### src/rtl/truth_table_sweeper_if.sv
// Sweeper bus: start request, DUT/golden outputs in, stimulus and status out.
// master = controller/testbench side, slave = truth_table_sweeper.
interface truth_table_sweeper_if #(
   parameter int N_IN  = 3,
   parameter int N_OUT = 2
);
   logic             start;
   logic [N_OUT-1:0] dut_out;
   logic [N_OUT-1:0] exp_out;
   logic [N_IN-1:0]  vec;
   logic             sample;
   logic             busy;
   logic             done;
   logic [N_IN:0]    err_cnt;
   logic             err_flag;
   logic [N_IN-1:0]  first_err;

   modport master (
      output start, dut_out, exp_out,
      input  vec, sample, busy, done,
      input  err_cnt, err_flag, first_err
   );

   modport slave (
      input  start, dut_out, exp_out,
      output vec, sample, busy, done,
      output err_cnt, err_flag, first_err
   );
endinterface

### src/rtl/truth_table_sweeper.sv
// Sweeps all 2^N_IN vectors (binary or Gray), holds each DWELL cycles and
// compares dut_out to exp_out in the last cycle of each vector.
// Ports: clk_i, reset_i (sync, active-high), bus (slave modport):
//   start, dut_out, exp_out in; vec, sample, busy, done, err_cnt,
//   err_flag, first_err out.
module truth_table_sweeper #(
   parameter int N_IN  = 3,
   parameter int N_OUT = 2,
   parameter int DWELL = 10,
   parameter int GRAY  = 0
) (
   input  logic                 clk_i,
   input  logic                 reset_i,
   truth_table_sweeper_if.slave bus
);
   localparam int CW = (DWELL > 1) ? $clog2(DWELL) : 1;
   localparam logic [CW-1:0]   CNT_LAST = CW'(DWELL - 1);
   localparam logic [CW-1:0]   CNT_ONE  = 1;
   localparam logic [N_IN-1:0] IDX_LAST = '1;
   localparam logic [N_IN-1:0] IDX_ONE  = 1;
   localparam logic [N_IN:0]   ERR_ONE  = 1;

   typedef enum logic [1:0] {
      S_IDLE,
      S_RUN,
      S_DONE
   } state_t;

   state_t          state_q, state_d;
   logic [N_IN-1:0] idx_q, idx_d;
   logic [CW-1:0]   cnt_q, cnt_d;
   logic [N_IN:0]   err_cnt_q, err_cnt_d;
   logic            err_flag_q, err_flag_d;
   logic [N_IN-1:0] first_q, first_d;

   logic [N_IN-1:0] vec_w;
   logic            sample_w;
   logic            mism_w;

   // idx stays at its last value in DONE, so vec holds the final vector
   assign vec_w    = (GRAY != 0) ? (idx_q ^ (idx_q >> 1)) : idx_q;
   assign sample_w = (state_q == S_RUN) && (cnt_q == CNT_LAST);
   assign mism_w   = (bus.dut_out != bus.exp_out);

   assign bus.vec       = vec_w;
   assign bus.sample    = sample_w;
   assign bus.busy      = (state_q == S_RUN);
   assign bus.done      = (state_q == S_DONE);
   assign bus.err_cnt   = err_cnt_q;
   assign bus.err_flag  = err_flag_q;
   assign bus.first_err = first_q;

   always_comb begin
      state_d    = state_q;
      idx_d      = idx_q;
      cnt_d      = cnt_q;
      err_cnt_d  = err_cnt_q;
      err_flag_d = err_flag_q;
      first_d    = first_q;
      unique case (state_q)
         S_IDLE, S_DONE: begin
            if (bus.start) begin
               state_d    = S_RUN;
               idx_d      = '0;
               cnt_d      = '0;
               err_cnt_d  = '0;
               err_flag_d = 1'b0;
               first_d    = '0;
            end
         end
         S_RUN: begin
            if (sample_w) begin
               if (mism_w) begin
                  err_cnt_d = err_cnt_q + ERR_ONE;
                  if (!err_flag_q) begin
                     err_flag_d = 1'b1;
                     first_d    = vec_w;
                  end
               end
               if (idx_q != IDX_LAST) begin
                  idx_d = idx_q + IDX_ONE;
                  cnt_d = '0;
               end else begin
                  state_d = S_DONE;
               end
            end else begin
               cnt_d = cnt_q + CNT_ONE;
            end
         end
         default: state_d = S_IDLE;
      endcase
   end

   always_ff @(posedge clk_i) begin
      if (reset_i) begin
         state_q    <= S_IDLE;
         idx_q      <= '0;
         cnt_q      <= '0;
         err_cnt_q  <= '0;
         err_flag_q <= 1'b0;
         first_q    <= '0;
      end else begin
         state_q    <= state_d;
         idx_q      <= idx_d;
         cnt_q      <= cnt_d;
         err_cnt_q  <= err_cnt_d;
         err_flag_q <= err_flag_d;
         first_q    <= first_d;
      end
   end
endmodule

### src/flat_wrapper.sv
// flat-port wrapper written by rule: the top's interface ports become plain ports
module truth_table_sweeper_flat 
#(
   parameter int N_IN  = 3,
   parameter int N_OUT = 2,
   parameter int DWELL = 10,
   parameter int GRAY  = 0
)
  (clk_i, reset_i, bus_start, bus_dut_out, bus_exp_out, bus_vec, bus_sample, bus_busy, bus_done, bus_err_cnt, bus_err_flag, bus_first_err);
  truth_table_sweeper_if #(.N_IN(N_IN), .N_OUT(N_OUT)) bus_i ();
  input  logic clk_i;
  input  logic reset_i;
  input wire logic [$bits(bus_i.start)-1:0] bus_start;
  input wire logic [$bits(bus_i.dut_out)-1:0] bus_dut_out;
  input wire logic [$bits(bus_i.exp_out)-1:0] bus_exp_out;
  output wire logic [$bits(bus_i.vec)-1:0] bus_vec;
  output wire logic [$bits(bus_i.sample)-1:0] bus_sample;
  output wire logic [$bits(bus_i.busy)-1:0] bus_busy;
  output wire logic [$bits(bus_i.done)-1:0] bus_done;
  output wire logic [$bits(bus_i.err_cnt)-1:0] bus_err_cnt;
  output wire logic [$bits(bus_i.err_flag)-1:0] bus_err_flag;
  output wire logic [$bits(bus_i.first_err)-1:0] bus_first_err;
  assign bus_i.start = bus_start;
  assign bus_i.dut_out = bus_dut_out;
  assign bus_i.exp_out = bus_exp_out;
  assign bus_vec = bus_i.vec;
  assign bus_sample = bus_i.sample;
  assign bus_busy = bus_i.busy;
  assign bus_done = bus_i.done;
  assign bus_err_cnt = bus_i.err_cnt;
  assign bus_err_flag = bus_i.err_flag;
  assign bus_first_err = bus_i.first_err;
  truth_table_sweeper #(.N_IN(N_IN), .N_OUT(N_OUT), .DWELL(DWELL), .GRAY(GRAY)) u_core (.clk_i(clk_i), .reset_i(reset_i), .bus(bus_i));
endmodule
### config.mk
export PLATFORM = sky130hd
export DESIGN_NAME = truth_table_sweeper_flat
export DESIGN_NICKNAME = d
export VERILOG_FILES = /design/src/rtl/truth_table_sweeper_if.sv /design/src/rtl/truth_table_sweeper.sv /design/src/flat_wrapper.sv
export SDC_FILE = /design/constraint.sdc
export NUM_CORES = 1
export LEC_CHECK = 0
export ABC_AREA = 0
export ABC_CLOCK_PERIOD_IN_PS = 2100
export CORE_MARGIN = 2
export CORE_UTILIZATION = 47
export DETAILED_ROUTE_END_ITERATION = 12
export PLACE_DENSITY = 0.72
export SLEW_MARGIN = 20
export SYNTH_ARGS = -nofsm -noshare
export SYNTH_HDL_FRONTEND = slang
export SYNTH_SLANG_ARGS = --single-unit
### constraint.sdc
create_clock -name clk_i -period 2.1 [get_ports clk_i]
set_clock_uncertainty 0.05 [all_clocks]
set_input_delay 0.42 -clock clk_i [delete_from_list [all_inputs] [get_ports clk_i]]
set_output_delay 0.42 -clock clk_i [all_outputs]
set_load 0.02 [all_outputs]
==> flow_summary.ini <==
[clock_network]
number_of_setup_buffers_added_after_cts = 0
cts_bufs_inserted = 3
cts_sinks = 17
htreeDepth = 1
clk_path_buf_depth = 2
worst_setup_hold_path_clk_slew_ns = 0.11
cts_tree = done
worst_skew_pair.late_latency_ns = 0.29
clock-root-buffer = clkbuf_4

[floorplan]
dieArea_um2 = 2236
die_x_um = 47.29
die-height_um = 47.29
design.portCount = 21
initial_core_utilization = 0.5047
area_inside_the_core_boundary_um2 = 1745
placement_rows = 15

[setup_path]
worstPathArrival_ns = 1.48
crit_path_end_kind = output pin
critPathMaxFanout = 3
cp_data_required_time_ns = 1.63
path_class = reg -> out
critical_path.startpoint_type = flop

[timing]
final-max-slew-violation-count = 0
slew-limit-headroom = 0.6791
setup_violations = 0
finalCriticalPeriod_ns = 1.951
setup_total_negative_slack_ns = 0
worst_pin_slew_ns = 0.4799
clock.fmax_mhz = 512.6
period_share = 0.9289
timing.hold.ws_ns = 0.4276
hold_violations = 0
setup_repair_after_global_routing_missed_its_margin = false

[route]
drt-vias-per-instance = 5.309
detailedRoute.firstPassIterationCount = 4
wire_length_after_detailed_routing_mm = 1.882
vias = 807
remaining_drc_errors = 0
detailedRoute.firstIterationViolations = 10
mean_routed_wirelength_per_cell_um = 12.38
ant_nets = 0

[synthesis]
ys_seq_elements = 17
postSynthNetCount = 110
synth-compound-area-share = 0.1222
post_synth_fa_ha_maj_area_fraction = 0.07102
yosys-top-cells-area = dfxtp_1 39%, nand2b_1 8.5%, ha_1 7.1%, a21oi_1 4.0%, nand2_1 3.8%
synth-edff-count = 0
xor_and_xnor_fraction_of_the_mapped_netlist_area = 0.02983
synthDominantCellAreaShare = 0.3864
synthMuxAreaShare = 0.04688
synthesis.area_per_instance_um2 = 8.988
synth_most_common_cell = dfxtp_1
yosys_warnings = 0
main_combinational_cell_family_by_area_after_synthesis = simple AND/OR/NAND/NOR gates
synth_sequential_area_ratio = 0.3864
postSynthCellCount = 98
ys_async_rst_share = 0
yosysUniqueCellTypes = 31
post_synth_instance_area_um2 = 880.8
ys.flop_type = dfxtp_1
yosys.area.top_type = dfxtp_1
simple_logic_cell_fraction_of_the_synthesized_area = 0.3139
synth_top_cells_by_count = 17 x dfxtp_1, 12 x nand2b_1, 9 x nand2_1

[place]
place.port_buffers = 20
place_hpwl_mm = 1.475
globalplace.congestion = 0.7753

[global_route]
grt_max_degree = 12
globalRouteMet1Util = 0.2383
grt_use_met3 = 0.04615
grt_antenna_before_repair = 0
grt_first_pass_wirelength_mm = 3.063
globalRouteMet2Util = 0.3486
grt_busiest_layer = met2
grt_pass1_vias = 729
grt_util_all_layers = 0.1972
grt-ovfl-total = 0

[layout]
diodes = 0
design.final.nets = 140
areaGrowthSynthToFinish_pct = 34.23
fillCellCount = 162
layout.core_utilization = 0.6774
drive_gt1_frac = 0.1654

[power_and_ir_drop]
leakage_nw = 0.4914
largest_vdd_supply_drop_mv = 0.3180
powerDensity_nw_per_um2 = 487.4

[flow_run]
max_cap_viol_count = 0

[status]
run_status = completed

[worst_hold_path]
holdCritPathClass = reg -> reg
power breakdown:
part	switching, mW	total [mW]	internal, mW
combinational	0.0387	0.0743	0.0356
sequential	0.00350	0.330	0.326
clock	0.101	0.172	0.0707
layout make-up:
class                           count  area (um2)  share of cell area
Clock buffer                        3       22.52             0.01905
Clock inverter                      1       5.005            0.004233
Inverter                            5       18.77             0.01587
Multi-Input combinational cell     74       514.2              0.4349
Sequential cell                    17       340.3              0.2878
Tap cell                           25       31.28             0.02646
Timing Repair Buffer               27       250.2              0.2116
logic make-up (layout without fill, tap and decap cells):
logic type | count (synthesis) | count (layout)
buf+inv | 7 | 36
simple gates | 46 | 46
xor+xnor | 3 | 3
mux | 4 | 4
flops | 17 | 17
compound gates | 16 | 16
fa+ha+maj | 5 | 5
path summary, 6_finish.rpt:
| check | startpoint | to | slack (ns) | cells past startpoint |
|---|---|---|---|---|
| max | u_core.cnt_q[1]$_SDFFE_PP0P_ | bus_sample | 0.15 | 6 |
| min | u_core.bus.first_err[0]$_SDFFE_PP0P_ | u_core.bus.first_err[0]$_SDFFE_PP0P_ | 0.43 | 2 |
| max reg2reg | u_core.cnt_q[1]$_SDFFE_PP0P_ | u_core.bus.err_cnt[3]$_SDFFE_PP0P_ | 0.24 | 7 |
| min reg2reg | u_core.bus.first_err[0]$_SDFFE_PP0P_ | u_core.bus.first_err[0]$_SDFFE_PP0P_ | 0.43 | 2 |
routing by layer:
layer | up-vias | routed length [um] | share of wire
met5 | - | 0 | 0
met4 | 0 | 0 | 0
met3 | 0 | 52 | 0.028
met2 | 13 | 974 | 0.52
met1 | 387 | 855 | 0.45
li1 | 407 | - | -
worst max-delay path, stage by stage (launching register included):
cell and delay (ns):
dfxtp_1 0.34, inv_1 0.08, ha_1 0.17, nand4b_2 0.12
or2_4 0.24, inv_1 0.07, clkbuf_2 0.16
layout by cell type (no fill, tap or decap), types with 2 or more instances in the layout:
cell	count
nand2b_1	12
nor2_1	6
ha_1	5
a21oi_1	7
and2b_2	2
o221ai_1	2
inv_1	4
nand3b_1	3
clkdlybuf4s50_1	18
clkbuf_4	3
buf_4	7
nand2_1	9
nor3_1	3
dfxtp_1	17
mux2i_1	3
or3_1	2
or4b_1	2
o32ai_1	2
xor2_1	3
metrics by stage:
stage / worst slack (ns) / cell area, um2 / total power [mW] / cells
global placement: 0.09007 / 1157 / 0.4100 / 148
detailed placement: 0.06943 / 1157 / 0.4122 / 148
finish: 0.1493 / 1182 / 0.5763 / 152
floorplan: 0.3608 / 880.8 / 0.3804 / 98
CTS: 0.009029 / 1185 / 0.5851 / 152
global route: 0.05027 / 1182 / 0.6082 / 152
timing repair:
item | in CTS | in global routing
hold buffers | 0 | 0
setup endpoints to repair | 1 | 2
cloned | 0 | 0
gates resized for setup | 2 | 2
registers in the layout, summed over array words and instances (netlist names):
signal and flops:
u_core.bus.first_err 3, u_core.bus.err_cnt 4, u_core.state_q 2, u_core.cnt_q 4
u_core.bus.err_flag 1, u_core.bus.vec 3
No activity file was read; power rests on OpenSTA's default activity.
